`config.mk`:
```
export PLATFORM = sky130hd
export DESIGN_NAME = scs8hd_clkdly_tapsel_ctl
export DESIGN_NICKNAME = d
export VERILOG_FILES = /design/src/rtl/scs8hd_clkdly_pkg.sv /design/src/rtl/scs8hd_clkdly_tapdec.sv /design/src/rtl/scs8hd_clkdly_tapsel_ctl.sv
export SDC_FILE = /design/constraint.sdc
export NUM_CORES = 1
export LEC_CHECK = 0
export ABC_AREA = 0
export CORE_MARGIN = 2
export CORE_UTILIZATION = 44
export DETAILED_ROUTE_END_ITERATION = 8
export PLACE_DENSITY_LB_ADDON = 0.3
export SLEW_MARGIN = 20
export SYNTH_ARGS = -nofsm -noshare
export SYNTH_HDL_FRONTEND = slang
export SYNTH_HIERARCHICAL = 1
export SYNTH_SLANG_ARGS = --single-unit
```
`constraint.sdc`:
```
create_clock -name CLK -period 7.7 [get_ports CLK]
set_input_delay 1.155 -clock CLK [delete_from_list [all_inputs] [get_ports CLK]]
set_output_delay 1.155 -clock CLK [all_outputs]
set_load 0.02 [all_outputs]
```
`src/rtl/scs8hd_clkdly_pkg.sv`:
```
// Shared types and helpers for the scs8hd_clkdlybuf4s25 tap-select controller.
package scs8hd_clkdly_pkg;

  typedef enum logic [1:0] {
    IDLE,
    STEP,
    SETTLE,
    DONE
  } tapsel_state_e;

  localparam int unsigned TAPS_DEF       = 8;
  localparam int unsigned SETTLE_CYC_DEF = 4;

  // Out-of-range tap requests saturate at the last tap of the chain.
  function automatic int unsigned clamp_code(input int unsigned code, input int unsigned taps);
    return (code >= taps) ? taps - 1 : code;
  endfunction

endpackage

```
`src/rtl/scs8hd_clkdly_tapdec.sv`:
```
// Registered binary-to-one-hot decoder for the delay-chain tap mux; resets to tap 0.
module scs8hd_clkdly_tapdec #(
  parameter int unsigned N = 8,
  parameter int unsigned W = 3
) (
  input  logic         clk,
  input  logic         rst,
  input  logic [W-1:0] bin,
  output logic [N-1:0] onehot
);

  logic [N-1:0] dec;

  always_comb begin
    dec = '0;
    for (int unsigned i = 0; i < N; i++) begin
      if (bin == W'(i)) dec[i] = 1'b1;
    end
  end

  always_ff @(posedge clk or posedge rst) begin
    if (rst) onehot <= N'(1);
    else     onehot <= dec;
  end

endmodule

```
`src/rtl/scs8hd_clkdly_tapsel_ctl.sv`:
```
// Tap-select controller: walks the delay-chain tap one step at a time with a settle window.
// Optional macro SCS8HD_TAPSEL_CLAMP_ERR_EN adds the clamp_err flag output.
module scs8hd_clkdly_tapsel_ctl
  import scs8hd_clkdly_pkg::*;
#(
  parameter int unsigned TAPS       = TAPS_DEF,
  parameter int unsigned CODE_W     = 3,
  parameter int unsigned SETTLE_CYC = SETTLE_CYC_DEF,
  parameter int unsigned CNT_W      = 3
) (
  input  logic              CLK,
  input  logic              RESET,
  input  logic              req,
  input  logic [CODE_W-1:0] code,
  output logic              ack,
  output logic              busy,
  output logic [CODE_W-1:0] tap_code,
  output logic [TAPS-1:0]   tap_sel
`ifdef SCS8HD_TAPSEL_CLAMP_ERR_EN
  ,
  output logic              clamp_err
`endif
);

  tapsel_state_e     state;
  logic [CODE_W-1:0] target;
  logic [CODE_W-1:0] code_cl;
  logic [CODE_W-1:0] tap_next;
  logic [CNT_W-1:0]  cnt;

  assign code_cl = CODE_W'(clamp_code(32'(code), TAPS));

  // The next tap value feeds both the tap_code register and the one-hot
  // decoder, so tap_sel updates on the same edge as tap_code.
  always_comb begin
    tap_next = tap_code;
    if (state == STEP) begin
      tap_next = (target > tap_code) ? tap_code + CODE_W'(1) : tap_code - CODE_W'(1);
    end
  end

  always_ff @(posedge CLK or posedge RESET) begin
    if (RESET) begin
      state     <= IDLE;
      tap_code  <= '0;
      target    <= '0;
      cnt       <= '0;
      ack       <= 1'b0;
      busy      <= 1'b0;
`ifdef SCS8HD_TAPSEL_CLAMP_ERR_EN
      clamp_err <= 1'b0;
`endif
    end else begin
      tap_code <= tap_next;
      ack      <= 1'b0;
      case (state)
        IDLE: begin
          if (req) begin
`ifdef SCS8HD_TAPSEL_CLAMP_ERR_EN
            clamp_err <= (32'(code) >= TAPS);
`endif
            busy <= 1'b1;
            if (code_cl != tap_code) begin
              target <= code_cl;
              state  <= STEP;
            end else begin
              state <= DONE;
              ack   <= 1'b1;
            end
          end
        end
        STEP: begin
          cnt   <= CNT_W'(SETTLE_CYC - 1);
          state <= SETTLE;
        end
        SETTLE: begin
          if (cnt == '0) begin
            if (tap_code != target) begin
              state <= STEP;
            end else begin
              state <= DONE;
              ack   <= 1'b1;
            end
          end else begin
            cnt <= cnt - CNT_W'(1);
          end
        end
        DONE: begin
          state <= IDLE;
          busy  <= 1'b0;
        end
        default: state <= IDLE;
      endcase
    end
  end

  scs8hd_clkdly_tapdec #(
    .N (TAPS),
    .W (CODE_W)
  ) u_tapdec (
    .clk    (CLK),
    .rst    (RESET),
    .bin    (tap_next),
    .onehot (tap_sel)
  );

endmodule
```
Word-level counts from Yosys, hierarchy flattened
Index checks and enable logic that the tools add are counted.
{ "word_totals": {"register_bits": 21, "output_inout_bits": 13, "wordCells": 59} }
{ "classes": {"n_eq_ne": 15, "mux": 24, "reduce_logical": 9, "n_addsub": 3, "magnitude_cmp": 1} }
{ "ops": {"columns": ["op", "n"], "rows": [
  ["$mux 1", 13],
  ["$eq 3x3->1 const B", 4],
  ["$mux 3", 3],
  ["$mux 2", 4],
  ["$pmux 2 s4", 1],
  ["$eq 3x2->1 const B", 2],
  ["$logic_not 3->1", 2],
  ["$ne 2x2->1 const B", 3],
  ["$ne 3x3->1", 2],
  ["$pmux 3 s2", 1],
  ["$reduce_and 2->1", 3],
  ["$sub 3x1->3 const B", 2],
  ["$eq 2x2->1 const B", 2],
  ["$pmux 1 s2", 2],
  ["$reduce_bool 2->1", 2],
  ["$add 3x1->3 const B", 1],
  ["$eq 3x1->1 const B", 1],
  ["$gt 3x3->1", 1],
  ["$reduce_and 3->1", 1],
  ["$eq 2x1->1 const B", 1],
  ["$logic_not 2->1", 1]
]} }

Logic depth before layout (Yosys ltp)
Gate-level depths: netlist of run 1.
{ "logic_depth": {"ltp_word": 5, "ltp_mapped": 11, "mapped_depth_nobuf": 11} }

Cells and area by module
Netlist of run 1, hierarchy kept.
{ "by_module_without_submodules": {"columns": ["module", "area_per_inst_um2", "cells_per_inst", "seq_area_each_um2", "n_inst"], "rows": [
  ["scs8hd_clkdly_tapsel_ctl", 769.5, 79, 325.3, 1],
  ["scs8hd_clkdly_tapdec", 270.3, 17, 201.4, 1]
]} }

Worst setup path before layout of run 1
No wires, ideal clock.
{ "synth_timing": {"kind": "register to register", "startpoint": "register tap_code[2]", "endpoint": "register u_tapdec.onehot[3]", "path_stages_with_launch": 11, "setup_time_ns": 0.121, "setup_slack_ns": 4.654, "period_less_slack_ns": 3.046, "t_arrival_ns": 2.926, "path_cell_list": "dfrtp_1 -> inv_1 -> ha_1 -> and3_1 -> a21oi_1 -> inv_1 -> fa_1 -> inv_1 -> a2111oi_0 -> o41ai_1 -> and3b_2"} }
{ "synth_between": {"elab_chain_cells": 5} }
{ "synth_rtl": {"columns": ["element", "line", "text"], "rows": [
  ["start: declaration", "scs8hd_clkdly_tapsel_ctl.sv:17", "output logic [CODE_W-1:0] tap_code,"],
  ["start signal: assignment", "scs8hd_clkdly_tapsel_ctl.sv:54", "tap_code <= tap_next;"],
  ["$sub 3x1->3, or another cell as far along", "scs8hd_clkdly_tapsel_ctl.sv:38", "tap_next = (target > tap_code) ? tap_code + CODE_W'(1) : tap_code - CODE_W'(1);"],
  ["$mux 3", "scs8hd_clkdly_tapsel_ctl.sv:38", null],
  ["$mux 3 *", "scs8hd_clkdly_tapsel_ctl.sv:37", "if (state == STEP) begin"],
  ["via tap_next[2]", "scs8hd_clkdly_tapsel_ctl.sv:28", "logic [CODE_W-1:0] tap_next;"],
  ["$eq 3x2->1 *", "scs8hd_clkdly_tapdec.sv:17", "if (bin == W'(i)) dec[i] = 1'b1;"],
  ["$mux 1 *", "scs8hd_clkdly_tapdec.sv:17", null],
  ["via u_tapdec.dec[3]", "scs8hd_clkdly_tapdec.sv:12", "logic [N-1:0] dec;"],
  ["end signal: assignment", "scs8hd_clkdly_tapdec.sv:22", "if (rst) onehot <= N'(1);"],
  ["end signal: assignment", "scs8hd_clkdly_tapdec.sv:23", "else onehot <= dec;"],
  ["end: declaration", "scs8hd_clkdly_tapdec.sv:9", "output logic [N-1:0] onehot"]
]} }
The timed path passes the listed nets; every way through them passes the cells marked *.
A chain may end at the register's enable or synchronous reset.

Worst setup path after layout of run 1
Same ends and word-level chain as after synthesis.

==> impl_metrics.json, run 1 <==
{
  "regArea_sq_um": 527,
  "synth.area.top_cells": "dfrtp_1 48%, ha_1 6.0%, inv_1 4.7%",
  "die_w_um": 52.6,
  "drive_gt1_frac": 0.130,
  "finClkSkew_ps": 1.49,
  "final_util": 0.573,
  "worst_slew_pin_slew_ps": 675,
  "die_h_um": 52.6,
  "place_congestion": 0.765,
  "busiest_layer": "met2",
  "rows": 17,
  "leakagePower_nw": 0.584,
  "fin_crit_sh": 0.405,
  "clkTransAtPathRegs_ps": 110,
  "synthFlopType": "dfrtp_1",
  "layout.nets": 128,
  "cts_max_level": 1,
  "grt_use_met1": 0.216,
  "post_cts_buffers": 0,
  "wl_per_cell_um": 14.0,
  "first_pass_iters": 4,
  "p_per_area_nw_per_um2": 467,
  "routed_wl_um": 2010,
  "gr-total-overflow": 0,
  "grt_pass1_wl_um": 3280,
  "fmax_ghz": 0.321,
  "area_growth_syn_to_layout_pct": 23.1,
  "timing.critical_path.mode_cell": "inv_1",
  "crit_path_end_kind": "flop",
  "cpPeakStageDelay_ps": 680,
  "period_needed_ps": 3120,
  "tns_ps": 0,
  "total_power_w": 0.000598,
  "synth_top_area_share": 0.481,
  "required_ps": 7900,
  "grt_max_degree": 14,
  "maxCapViolCount": 0,
  "synthCells": 96,
  "numPortBuffers": 18,
  "finalSetupViolCount": 0,
  "hpwlAfterDp_um": 1530,
  "syn_area_per_cell_sq_um": 10.8,
  "clock_sinks": 21,
  "ys_warn_count": 6,
  "hold_viol_final": 0,
  "die_area_sq_um": 2770,
  "num-fill-cells": 190,
  "cp_max_fo": 9,
  "drtIter0Drc": 17,
  "status": "finished, final reports clean",
  "grt_usage": 0.163,
  "syn-cell-area_sq_um": 1040,
  "antenna_found_initial": 0,
  "ant_nets": 0,
  "io_pins": 19,
  "diodes": 0,
  "arrival_ps": 3310,
  "relSlewSlack": 0.545,
  "tritoncts": "done",
  "min_path_type": "flop to flop",
  "clockBufferDepth": 2,
  "cp-start-kind": "flop",
  "use_met3": 0.0200,
  "crit_path_top_delay_cell": "o41ai_2",
  "yosysSeqAreaShare": 0.507,
  "rsz0062_at_grt": "no",
  "synth.distinct_cells": 31,
  "first_global_vias": 754,
  "vdd_drop_max_mv": 0.240,
  "drc": 0,
  "yosysTopAreaCell": "dfrtp_1",
  "clkLatencyLatePin_ps": 290,
  "core_sq_um": 2230,
  "synth_nets": 108,
  "synth_edf_count": 0,
  "slew_viol_final": 0,
  "multi_input_area_sq_um": 459,
  "critPathKind": "flop to flop",
  "via_count": 767,
  "cts-resized-gates": 0,
  "start_util": 0.466,
  "via_per_inst": 5.36,
  "cp_cell_sequence": "inv_1, ha_1, and3_1, a21oi_1, inv_1, fa_1, inv_1, a2111oi_0, o41ai_2, and3b_2",
  "met2_usage": 0.258,
  "ctsHoldBuffers": 0,
  "cts_root_buffer": "clkbuf_4",
  "numCtsBuffers": 3,
  "synth-async-reset-ratio": 1.00,
  "yosys_register_bits": 21
}
sequential cells by signal, indices dropped and copies added (netlist names):
signal	cells
ack	1
cnt	3
tap_code	3
u_tapdec/onehot	8
state	2
busy	1
target	3
worst max-delay path: cells and delay by family (launching register included):
kind	cells	cell delay (ps)
AOI/OAI and AO/OA	3	970
adders and majority gates	2	790
and+or+nand+nor	2	500
DFF	1	450
buffers and inverters	3	290
logic make-up after synthesis:
family | synth area share
and+or+nand+nor | 0.160
AOI/OAI and AO/OA | 0.0987
adders and majority gates | 0.0794
DFF | 0.507
buffers and inverters | 0.0590
muxes | 0.0626
xor gates and xnor gates | 0.0337
Yosys cell counts (2+ instances only):
cell and n:
xor2_1 3, a21oi_1 6, a31oi_1 2, mux2_2 4, ha_1 5, and3b_2 3, inv_1 13, nand2_1 2
nand3_1 3, nor2_1 4, clkbuf_1 2, nor3b_1 3, mux2i_1 2, nor3_1 7, o21ai_0 2, dfrtp_1 20
metrics by stage:
step	cell area, sq um	setup slack, ps	hold slack, ps	std cells
2_1_floorplan	1040	4650	479	96
3_3_place_gp	1240	4570	497	139
6_report	1280	4580	536	143
3_5_place_dp	1240	4350	507	139
4_1_cts	1270	4320	540	143
5_1_grt	1280	4380	567	143
power by group:
group	switching (W)	internal (W)
Combinational	0.000183	0.000157
Sequential	0.0000456	0.000160
Clock	0.0000325	0.0000197
final timing paths:
check,start,cells past startpoint,end,slack [ps]
max,tap_code[2]$_DFF_PP0_,10,u_tapdec/onehot[3]$_DFF_PP0_,4580
min,target[1]$_DFFE_PP0P_,1,target[1]$_DFFE_PP0P_,540
max reg2reg,tap_code[2]$_DFF_PP0_,10,u_tapdec/onehot[3]$_DFF_PP0_,4580
min reg2reg,target[1]$_DFFE_PP0P_,1,target[1]$_DFFE_PP0P_,540
max in group asynchronous,RESET,2,tap_code[1]$_DFF_PP0_,6170
min in group asynchronous,RESET,2,u_tapdec/onehot[4]$_DFF_PP0_,1110
routing by layer:
layer	vias up	part of all wire
met2	15	0.53
met1	377	0.44
met3	2	0.017
met4	0	0.0080
met5	-	0
li1	373	-
layout by cell type (no fill, tap or decap), drive strengths merged, types with 3 or more instances in the layout:
master,count
nand3,3
mux2,4
dfrtp,20
xor2,3
nor3,7
nor3b,3
inv,13
ha,5
and3b,3
clkdlybuf4s50,18
clkbuf,3
a21oi,6
nor2,4
cell type report:
cell class | count | area share
inverters | 13 | 0.0381
well taps | 28 | 0.0274
multi-input cells | 59 | 0.359
flip-flops and latches | 21 | 0.412
clock buffers | 3 | 0.0176
repair buffers | 18 | 0.141
clock inverters | 1 | 0.00587
(Power assumes the default switching activity.)
==> run 2: changes to the inputs <==
- clock period: 7.7 -> 2.6 ns (I/O delays scaled with it)
==> run 2 against run 1 <==
  * Clock skew is 2.6 ps higher
  * Combinational power rose to 3.6 times the previous value
  * Critical path depth unchanged
  * Count of clock-buffer cells in the layout stayed put
  * Sequential share of layout area shrank 2.8 points
  * Highest routed layer unchanged
  * Via count is 1.4% higher
  * Largest power group unchanged
  * Maximum frequency up 24%
  * Hold slack lost 190 ps
  * Routed wire length is 1.4% higher
  * Global-route usage is 0.37 points higher
==> impl_metrics.json, run 2 (synthesis gave the netlist of run 1 again) <==
{
  "area_growth_syn_to_layout_pct": 33.0,
  "critPathKind": "flop to flop",
  "drive_gt1_frac": 0.281,
  "p_sw_frac": 0.425,
  "cp_cell_sequence": "ha_4, nand3b_1, a21oi_4, inv_2, fa_2, inv_2, a2111oi_1, o41ai_2, buf_4, and3b_2",
  "cts_max_level": 1,
  "finalSetupViolCount": 0,
  "maxCapViolCount": 0,
  "internal_power_w": 0.00113,
  "clockBufferDepth": 2,
  "slew_viol_final": 0,
  "vdd_drop_max_mv": 0.802,
  "numPortBuffers": 18,
  "start_util": 0.466,
  "cts_root_buffer": "clkbuf_4",
  "required_ps": 2810,
  "layout_commonest_cell": "clkdlybuf4s50_1",
  "period_needed_ps": 2520,
  "reg2reg_setup_slack_ps": 80,
  "clock_sinks": 21,
  "fin_crit_sh": 0.970,
  "cp_max_fo": 5,
  "cpPeakStageDelay_ps": 430,
  "rsz0062_at_grt": "yes",
  "final_cell_mix": "18 x clkdlybuf4s50_1, 17 x dfrtp_1, 10 x inv_1",
  "hpwlAfterDp_um": 1550,
  "tns_ps": 0,
  "worst_slew_pin_slew_ps": 647,
  "grt_max_degree": 14,
  "timing.critical_path.mode_cell": "inv_2",
  "drtIter0Drc": 22,
  "die_h_um": 52.6,
  "cp-start-kind": "flop",
  "status": "finished, final reports clean",
  "drc": 0,
  "via_per_inst": 5.22,
  "grt_pass1_wl_um": 3240,
  "finClkSkew_ps": 4.07,
  "leakagePower_nw": 0.610,
  "ant_nets": 0,
  "grt_usage": 0.166,
  "arrival_ps": 2730,
  "clkTransAtPathRegs_ps": 120,
  "via_count": 778,
  "final_util": 0.619,
  "die_area_sq_um": 2770,
  "largest_register_ff_count": 8,
  "io_pins": 19,
  "wl_per_cell_um": 13.7,
  "die_w_um": 52.6,
  "routed_wl_um": 2040,
  "diodes": 0,
  "regMostFlops": "u_tapdec/onehot",
  "fmax_ghz": 0.397,
  "relSlewSlack": 0.566,
  "min_path_type": "input port to asynchronous set/reset pin",
  "combPwrFrac": 0.620,
  "crit_path_top_delay_cell": "dfrtp_1",
  "layout.nets": 134,
  "hold_viol_final": 0,
  "crit_path_end_kind": "flop",
  "clkLatencyLatePin_ps": 310,
  "total_power_w": 0.00197,
  "p_per_area_nw_per_um2": 1430,
  "pwr-share-seq": 0.300,
  "clkPwrFrac": 0.081,
  "first_pass_iters": 4,
  "place_congestion": 0.745,
  "antenna_found_initial": 0,
  "tritoncts": "done",
  "ctsHoldBuffers": 0,
  "gr-total-overflow": 0,
  "numCtsBuffers": 3,
  "rows": 17,
  "power_switching_w": 0.000839,
  "core_sq_um": 2230,
  "first_global_vias": 711
}
==> run 2: per-layer routing <==
layer | up-vias | routed length, um | global-route usage
li1 | 389 | - | -
met1 | 371 | 924 | 0.203
met2 | 14 | 1010 | 0.277
met3 | 4 | 51 | 0.0200
met4 | 0 | 46 | 0.103
met5 | - | 0 | 0
==> run 2: worst paths after layout <==
| path | startpoint | end | cells past startpoint |
|---|---|---|---|
| setup / recovery | target[2]$_DFFE_PP0P_ | u_tapdec/onehot[3]$_DFF_PP0_ | 10 |
| hold / removal | RESET | u_tapdec/onehot[4]$_DFF_PP0_ | 2 |
| setup reg to reg | target[2]$_DFFE_PP0P_ | u_tapdec/onehot[3]$_DFF_PP0_ | 10 |
| hold reg to reg | target[0]$_DFFE_PP0P_ | target[0]$_DFFE_PP0P_ | 1 |
| max in group asynchronous | RESET | tap_code[1]$_DFF_PP0_ | 2 |
| min in group CLK | target[0]$_DFFE_PP0P_ | target[0]$_DFFE_PP0P_ | 1 |
==> run 2: through the flow <==
stage	setup WS, ps	hold WS [ps]	instance area, sq um	std cells
finish	79.3	349	1380	149
global route	-57.9	386	1380	149
global placement	168	497	1300	143
detailed placement	114	509	1300	143
floorplan	3.69	205	1070	96
CTS	84.1	353	1330	147
==> run 2: worst max-delay path, delay by kind of cell (launching register included) <==
family	cells	cell delay, ps
buffers and inverters	3	310
AO/OA/AOI/OAI	3	660
adder cells (fa/ha/maj)	2	670
AND/OR/NAND/NOR	2	360
flip-flops	1	430
==> run 2: final cells by class <==
cell class                 instances  area (sq um)
fill                             188           851
tap                               28          35.0
timing repair buffer              24           223
clock inverter                     1          7.51
multi-input combinational         59           513
sequential                        21           531
clock buffer                       3          22.5
inverter                          13          51.3
==> run 2: power groups by stage <==
stage	registers, W	clock network, W	logic [W]
floorplan	0.000670	0	0.000651
global route	0.000611	0.000172	0.00136
detailed placement	0.000595	0	0.00110
global placement	0.000584	0	0.00105
CTS	0.000587	0.000164	0.00111
finish	0.000591	0.000159	0.00122
==> run 2: timing repair <==
item                       4_1_cts  5_1_grt
gates resized for setup          0       10
setup endpoints to repair        0        8
buffers inserted                 0        1
==> run 3: changes to the inputs <==
- clock period: 2.6 -> 2.9 ns (I/O delays scaled with it)
==> run 3 against run 2 <==
  * Clock skew increased by 4.0 ps
  * Core utilization decreased by 3.2 points
  * Routed wire length increased by 0.64%
  * Critical endpoint is now u_tapdec/onehot[4]$_DFF_PP0_
==> impl_metrics.json, run 3 (synthesis gave the netlist of run 1 again) <==
{
  "final_util": 0.587,
  "hpwlAfterDp_um": 1560,
  "fin_area_sq_um": 1310,
  "diodes": 0,
  "drive_gt1_frac": 0.160,
  "use_met3": 0.0400,
  "pwr-share-seq": 0.318,
  "worst_slew_pin_slew_ps": 612,
  "cp-start-kind": "flop",
  "grt_max_degree": 14,
  "wl_per_cell_um": 13.9,
  "power_switching_w": 0.000693,
  "hold_viol_final": 0,
  "numPortBuffers": 18,
  "clockBufferDepth": 2,
  "fin_crit_sh": 0.920,
  "clkTransAtPathRegs_ps": 100,
  "clkPwrFrac": 0.084,
  "regMostFlops": "u_tapdec/onehot",
  "area_growth_syn_to_layout_pct": 26.0,
  "fmax_ghz": 0.375,
  "tns_ps": 0,
  "finalWorstSetupSlack_ps": 232,
  "die_area_sq_um": 2770,
  "internal_power_w": 0.000933,
  "numCtsBuffers": 3,
  "grt_use_met1": 0.202,
  "grt_usage": 0.180,
  "grt_pass1_wl_um": 3560,
  "clkLatencyLatePin_ps": 300,
  "cts_max_level": 1,
  "first_global_vias": 863,
  "ctsHoldBuffers": 0,
  "arrival_ps": 2880,
  "layout_commonest_cell": "dfrtp_1",
  "vdd_drop_max_mv": 0.690,
  "first_pass_iters": 4,
  "relSlewSlack": 0.589,
  "p_sw_frac": 0.426,
  "placed_area_sq_um": 1270,
  "rsz0062_at_grt": "no",
  "ant_nets": 0,
  "layout.nets": 132,
  "via_per_inst": 5.42,
  "die_w_um": 52.6,
  "gr-total-overflow": 0,
  "core_sq_um": 2230,
  "leakagePower_nw": 0.605,
  "p_per_area_nw_per_um2": 1240,
  "min_path_type": "input port to asynchronous set/reset pin",
  "routed_wl_um": 2050,
  "finClkSkew_ps": 8.08,
  "antenna_found_initial": 0,
  "dp_slack_ps": 107,
  "clock_sinks": 21,
  "drc": 0,
  "die_h_um": 52.6,
  "slew_viol_final": 0,
  "met2_usage": 0.310,
  "io_pins": 19,
  "cts_root_buffer": "clkbuf_4",
  "critPathKind": "flop to flop",
  "reg2reg_depth": 11,
  "tritoncts": "done",
  "period_needed_ps": 2670,
  "via_count": 797,
  "required_ps": 3110,
  "final_cell_mix": "20 x dfrtp_1, 18 x clkdlybuf4s50_1, 13 x inv_1",
  "largest_register_ff_count": 8,
  "maxCapViolCount": 0,
  "drtIter0Drc": 9,
  "status": "finished, final reports clean",
  "finalSetupViolCount": 0,
  "start_util": 0.466,
  "place_congestion": 0.783,
  "busiest_layer": "met2",
  "crit_path_end_kind": "flop",
  "rows": 17,
  "cp_max_fo": 9,
  "combPwrFrac": 0.598
}
-- run 3: per-stage QoR --
stage               total power, W  hold WS (ps)  std cells
finish                     0.00163           397        147
detailed placement         0.00148           503        142
global placement           0.00142           494        142
floorplan                  0.00115           250         96
global route               0.00177           430        147
CTS                        0.00162           391        146
-- run 3: area by class of cell --
type / instances / area, sq um
repair buffers: 22 / 210
multi-input cells: 59 / 463
clock buffers: 4 / 26.3
well taps: 28 / 35.0
flip-flops and latches: 21 / 527
fillers: 196 / 923
inverters: 13 / 48.8
-- run 3: metal layers --
layer	vias up	share of wire
met5	-	0
met4	0	0.030
met3	7	0.035
met2	16	0.51
met1	392	0.43
li1	382	-
-- run 3: repair_timing --
action                     in CTS  in global routing
buffers inserted                0                  1
gates resized for setup         0                  1
setup endpoints to repair       0                  7
-- run 3: critical path: stages, from the launching register on --
cell       delay [ps]
dfrtp_1           380
inv_1              80
ha_1              340
and3_1            220
a21oi_2           140
inv_1              70
fa_1              430
inv_1             100
a2111oi_0          70
o41ai_2           320
buf_4             200
nor3b_1           220
-- run 3: worst paths after layout --
path | from | end | slack, ps
hold reg to reg | busy$_DFFE_PP0P_ | busy$_DFFE_PP0P_ | 530
setup reg to reg | tap_code[2]$_DFF_PP0_ | u_tapdec/onehot[4]$_DFF_PP0_ | 230
max in group asynchronous | RESET | tap_code[1]$_DFF_PP0_ | 2080
hold / removal | RESET | u_tapdec/onehot[4]$_DFF_PP0_ | 400
setup / recovery | tap_code[2]$_DFF_PP0_ | u_tapdec/onehot[4]$_DFF_PP0_ | 230
min in group CLK | busy$_DFFE_PP0P_ | busy$_DFFE_PP0P_ | 530
-- run 3: power groups by stage --
| stage | clock network, W | logic [W] | registers [W] |
|---|---|---|---|
| 2_1_floorplan | 0 | 0.000556 | 0.000591 |
| 3_3_place_gp | 0 | 0.000897 | 0.000523 |
| 5_1_grt | 0.000149 | 0.00109 | 0.000536 |
| 4_1_cts | 0.000142 | 0.000957 | 0.000522 |
| 3_5_place_dp | 0 | 0.000949 | 0.000529 |
| 6_report | 0.000136 | 0.000973 | 0.000517 |
